## src/rtl/multiplier.sv

```systemverilog
// Sequential shift-add unsigned multiplier: one partial-product step per clock,
// fixed WIDTH-cycle latency, registered product and done handshake held until start drops.
module multiplier #(
  parameter int WIDTH = 8
) (
  input  logic                 clk,
  input  logic                 reset_n,
  input  logic                 start,
  input  logic [WIDTH-1:0]     data1,
  input  logic [WIDTH-1:0]     data2,
  output logic [2*WIDTH-1:0]   product,
  output logic                 done
);

  localparam int CW = (WIDTH > 1) ? $clog2(WIDTH) : 1;
  localparam logic [CW-1:0] LAST_ITER = CW'(WIDTH - 1);

  typedef enum logic [1:0] {
    IDLE = 2'd0,
    CALC = 2'd1,
    DONE = 2'd2
  } state_t;

  state_t               state_r;
  logic [2*WIDTH:0]     acc_r;
  logic [2*WIDTH:0]     acc_next_s;
  logic [WIDTH-1:0]     mcand_r;
  logic [CW-1:0]        cnt_r;
  logic [WIDTH:0]       upper_s;

  // One shift-add step: the low half of the accumulator still holds the unconsumed multiplier bits.
  always_comb begin
    upper_s = acc_r[2*WIDTH:WIDTH];
    if (acc_r[0]) begin
      upper_s = acc_r[2*WIDTH:WIDTH] + {1'b0, mcand_r};
    end else begin
      upper_s = acc_r[2*WIDTH:WIDTH];
    end
    acc_next_s = {upper_s, acc_r[WIDTH-1:0]} >> 1;
  end

  // Control FSM with datapath registers and registered outputs.
  always_ff @(posedge clk or negedge reset_n) begin
    if (!reset_n) begin
      state_r <= IDLE;
      product <= '0;
      done    <= 1'b0;
      acc_r   <= '0;
      mcand_r <= '0;
      cnt_r   <= '0;
    end else begin
      case (state_r)
        IDLE: begin
          if (start) begin
            mcand_r <= data1;
            acc_r   <= {{(WIDTH+1){1'b0}}, data2};
            cnt_r   <= '0;
            state_r <= CALC;
          end else begin
            state_r <= IDLE;
          end
        end
        CALC: begin
          acc_r <= acc_next_s;
          cnt_r <= cnt_r + CW'(1);
          // The final step's result goes straight to product so latency stays at WIDTH edges.
          if (cnt_r == LAST_ITER) begin
            product <= acc_next_s[2*WIDTH-1:0];
            done    <= 1'b1;
            state_r <= DONE;
          end else begin
            state_r <= CALC;
          end
        end
        DONE: begin
          if (!start) begin
            done    <= 1'b0;
            state_r <= IDLE;
          end else begin
            state_r <= DONE;
          end
        end
        default: begin
          done    <= 1'b0;
          state_r <= IDLE;
        end
      endcase
    end
  end

endmodule

```

## config.mk

```make
export PLATFORM = sky130hd
export DESIGN_NAME = multiplier
export DESIGN_NICKNAME = d
export VERILOG_FILES = /design/src/rtl/multiplier.sv
export SDC_FILE = /design/constraint.sdc
export NUM_CORES = 1
export LEC_CHECK = 0
export BUFFER_PORTS_ARGS = -buffer_cell sky130_fd_sc_hd__buf_2
export CORE_MARGIN = 2
export CORE_UTILIZATION = 45
export DETAILED_ROUTE_END_ITERATION = 10
export GPL_TIMING_DRIVEN = 1
export PLACE_DENSITY = 0.66
export SYNTH_ARGS = -nofsm -noshare
export SYNTH_HDL_FRONTEND = slang
export SYNTH_SLANG_ARGS = --single-unit
```

## constraint.sdc

```tcl
create_clock -name clk -period 2.15 [get_ports clk]
set_input_delay 0.3225 -clock clk [delete_from_list [all_inputs] [get_ports clk]]
set_output_delay 0.3225 -clock clk [all_outputs]
set_load 0.02 [all_outputs]
```

==> results_dict.tcl <==
set metrics [dict create \
    outcome "finished clean" \
    cts_sinks 46 \
    yosysWarnings 0 \
    num_io_pins 36 \
    cp.arrival_ns 2.20 \
    place.gp.congestion 0.8299 \
    hold_class "in -> reg" \
    setup-violations-final 0 \
    layout_common_cells "nand2_1, dfrtp_1, buf_2, o21ai_0, nand3_1" \
    drt-total-wl_um 4197 \
    route.met2.wl_um 1909 \
    antenna_found_initial 0 \
    die_width_um 73.44 \
    core_area_um2 4692 \
    seq_area_um2 1151 \
    dr_wl_met3_um 157 \
    grt_pass1_wl_um 7500 \
    ys_types 32 \
    cts_buffers 5 \
    final_cells 312 \
    initial_utilization 0.4624 \
    syn_to_final_growth_pct 15.80 \
    highest_layer "met4" \
    max_cap_viol_count 0 \
    grt_max_degree 38 \
    cts_tree "built" \
    cts_root_buffer "clkbuf_8" \
    final_common_cell "nand2_1" \
    grt_pass1_vias 1581 \
    place_hpwl_um 3012 \
    drt-pass1-iter-count 4 \
    setup_tns_ns 0 \
    fillers 431 \
    crit_required_ns 2.32 \
    grt_usage 0.1773 \
    relSlewSlack 0.5643 \
    synth_top_family_by_area "simple AND/OR/NAND/NOR gates" \
    muxShareOfSynthArea 0.05940 \
    rsz0062_at_grt "no" \
    routed_via_density 5.231 \
    final_max_slew_viol_count 0 \
    via_count 1632 \
    synth_nets 249 \
    drive_gt1_frac 0.2326 \
    drc_errors 0 \
    wl_met1_um 2074 \
    htree_num_levels 2 \
    fmax_mhz 493.8 \
    finalHoldViolations 0 \
    postSynthCellCount 219 \
    ir_drop_mv 0.5025 \
    dieHeight_um 73.44 \
    synthXorXnorAreaFrac 0.01615 \
    worst_pin_slew_ns 0.6507 \
    num_rows 25 \
    clkLatencyLatePin_ns 0.29 \
    multi_input_area_um2 977.2 \
    pwr_density_cell_nw_per_um2 1616 \
    dp_cells 304 \
    synth-seq-area-share 0.5306 \
    syn_avg_cell_area_um2 9.907 \
    period_minus_slack_ns 2.025 \
    clk_path_buf_depth 2 \
    wl_per_cell_um 13.45 \
    clk_pin_slew_ns 0.08 \
    min_period_over_period 0.9419 \
    synth_compound_area_frac 0.1223 \
    die_area_um2 5393 \
    overflow 0 \
    critPathCaptureType "flop" \
    cellLeakagePower_nw 1.263 \
    cts_setup_buffers 0 \
    skew_ns 0.003926 \
    synth-simple-area-share 0.1834 \
    syn_area_um2 2170 \
    final_antenna_net_count 0 \
    ys_seq_elements 46 \
    synthAdderAreaFrac 0.06690 \
    cp-start-kind "flop" \
    crit_type "reg -> reg" \
    crit_fanout 5 \
    antennaDiodeCount 0 \
    first_iter_violations 114 \
    nets 288 \
    port_buffers 35 \
]
worst paths after layout:
check,startpoint,endpoint,slack (ns),depth (start not counted)
max in group asynchronous,reset_n,acc_r[1],1.10,3
worst max-delay path,acc_r[12],acc_r[14],0.12,6
worst max register to register,acc_r[12],acc_r[14],0.12,6
min in group asynchronous,reset_n,acc_r[4],0.50,2
worst min register to register,mcand_r[7],mcand_r[7],0.48,2
worst min-delay path,data1[4],mcand_r[4],0.21,3
cells in the mapped netlist:
| cell type | number | share of area |
|---|---|---|
| o31ai_1 | 2 | 0.0069 |
| and2b_1 | 1 | 0.0035 |
| nand3_1 | 13 | 0.030 |
| a21oi_1 | 5 | 0.012 |
| mux2_2 | 7 | 0.036 |
| nand4_1 | 1 | 0.0029 |
| buf_1 | 3 | 0.0052 |
| nand2_1 | 57 | 0.099 |
| buf_2 | 4 | 0.0092 |
| nor3b_2 | 1 | 0.0058 |
| nor3_1 | 1 | 0.0023 |
| a31oi_1 | 9 | 0.026 |
| o211ai_1 | 1 | 0.0035 |
| nand2b_1 | 1 | 0.0029 |
| o21ai_1 | 5 | 0.012 |
| mux2i_1 | 5 | 0.023 |
| nand3b_1 | 1 | 0.0035 |
| ha_1 | 10 | 0.058 |
| a21o_1 | 3 | 0.010 |
| xnor2_1 | 3 | 0.012 |
| nor2b_1 | 3 | 0.0087 |
| a221oi_2 | 1 | 0.0069 |
| a31o_1 | 1 | 0.0040 |
| clkbuf_1 | 4 | 0.0069 |
| xor2_1 | 1 | 0.0040 |
| and3_2 | 1 | 0.0035 |
| or3b_1 | 1 | 0.0040 |
| nor2_1 | 7 | 0.012 |
| o21ai_0 | 18 | 0.042 |
| fa_1 | 1 | 0.0092 |
| or3_1 | 2 | 0.0058 |
| dfrtp_1 | 46 | 0.53 |
flip-flops by register name (all words and copies together) (netlist names):
name     count
product     16
acc_r       16
mcand_r      8
cnt_r        3
done         1
state_r      2
critical path, cell delays in order (launching register included):
cell and delay [ns]:
dfrtp_1 0.41, ha_1 0.37, a21o_1 0.25, a31o_1 0.24, or3_1 0.30, a31oi_1 0.25
o21ai_1 0.09
power breakdown:
group | switching [mW] | internal [mW]
sequential | 0.308 | 1.29
clock | 0.277 | 0.219
combinational | 1.13 | 0.838
total | 1.72 | 2.34
final cells by class:
cell class / count / share of cell area
Sequential cell: 46 / 0.4582
Clock buffer: 5 / 0.02739
Clock inverter: 2 / 0.003984
Timing Repair Buffer: 43 / 0.09462
Tap cell: 54 / 0.02689
Multi-Input combinational cell: 162 / 0.3889
per-layer routing:
metal / vias to the layer above / global-route usage
li1: 836 / -
met3: 6 / 0.03704
met2: 29 / 0.2703
met4: 0 / 0.05253
met5: - / 0
met1: 761 / 0.2553
what timing repair did:
item,4_1_cts,5_1_grt
gates resized for setup,0,1
hold buffers,1,0
setup endpoints to repair,0,2
endpoints found under the hold margin,17,0
logic make-up after synthesis:
| family | count (synthesis) |
|---|---|
| compound gates | 45 |
| xor+xnor | 4 |
| fa+ha+maj | 11 |
| buf+inv | 11 |
| flops | 46 |
| mux | 12 |
| simple gates | 90 |
per-stage QoR:
stage / area (um2) / utilization / hold WS (ns) / power, mW / setup slack (ns)
3_5_place_dp: 2419 / 0.5155 / 0.2871 / 3.595 / 0.07715
5_1_grt: 2512 / 0.5355 / 0.2083 / 4.481 / 0.01647
3_3_place_gp: 2419 / 0.5155 / 0.2866 / 3.540 / 0.1469
2_1_floorplan: 2170 / - / 0.02691 / 3.067 / 0.2520
4_1_cts: 2507 / 0.5344 / 0.2077 / 4.101 / 0.05648
6_report: 2512 / 0.5355 / 0.2125 / 4.060 / 0.1249
No activity file was read; power rests on OpenSTA's default activity.
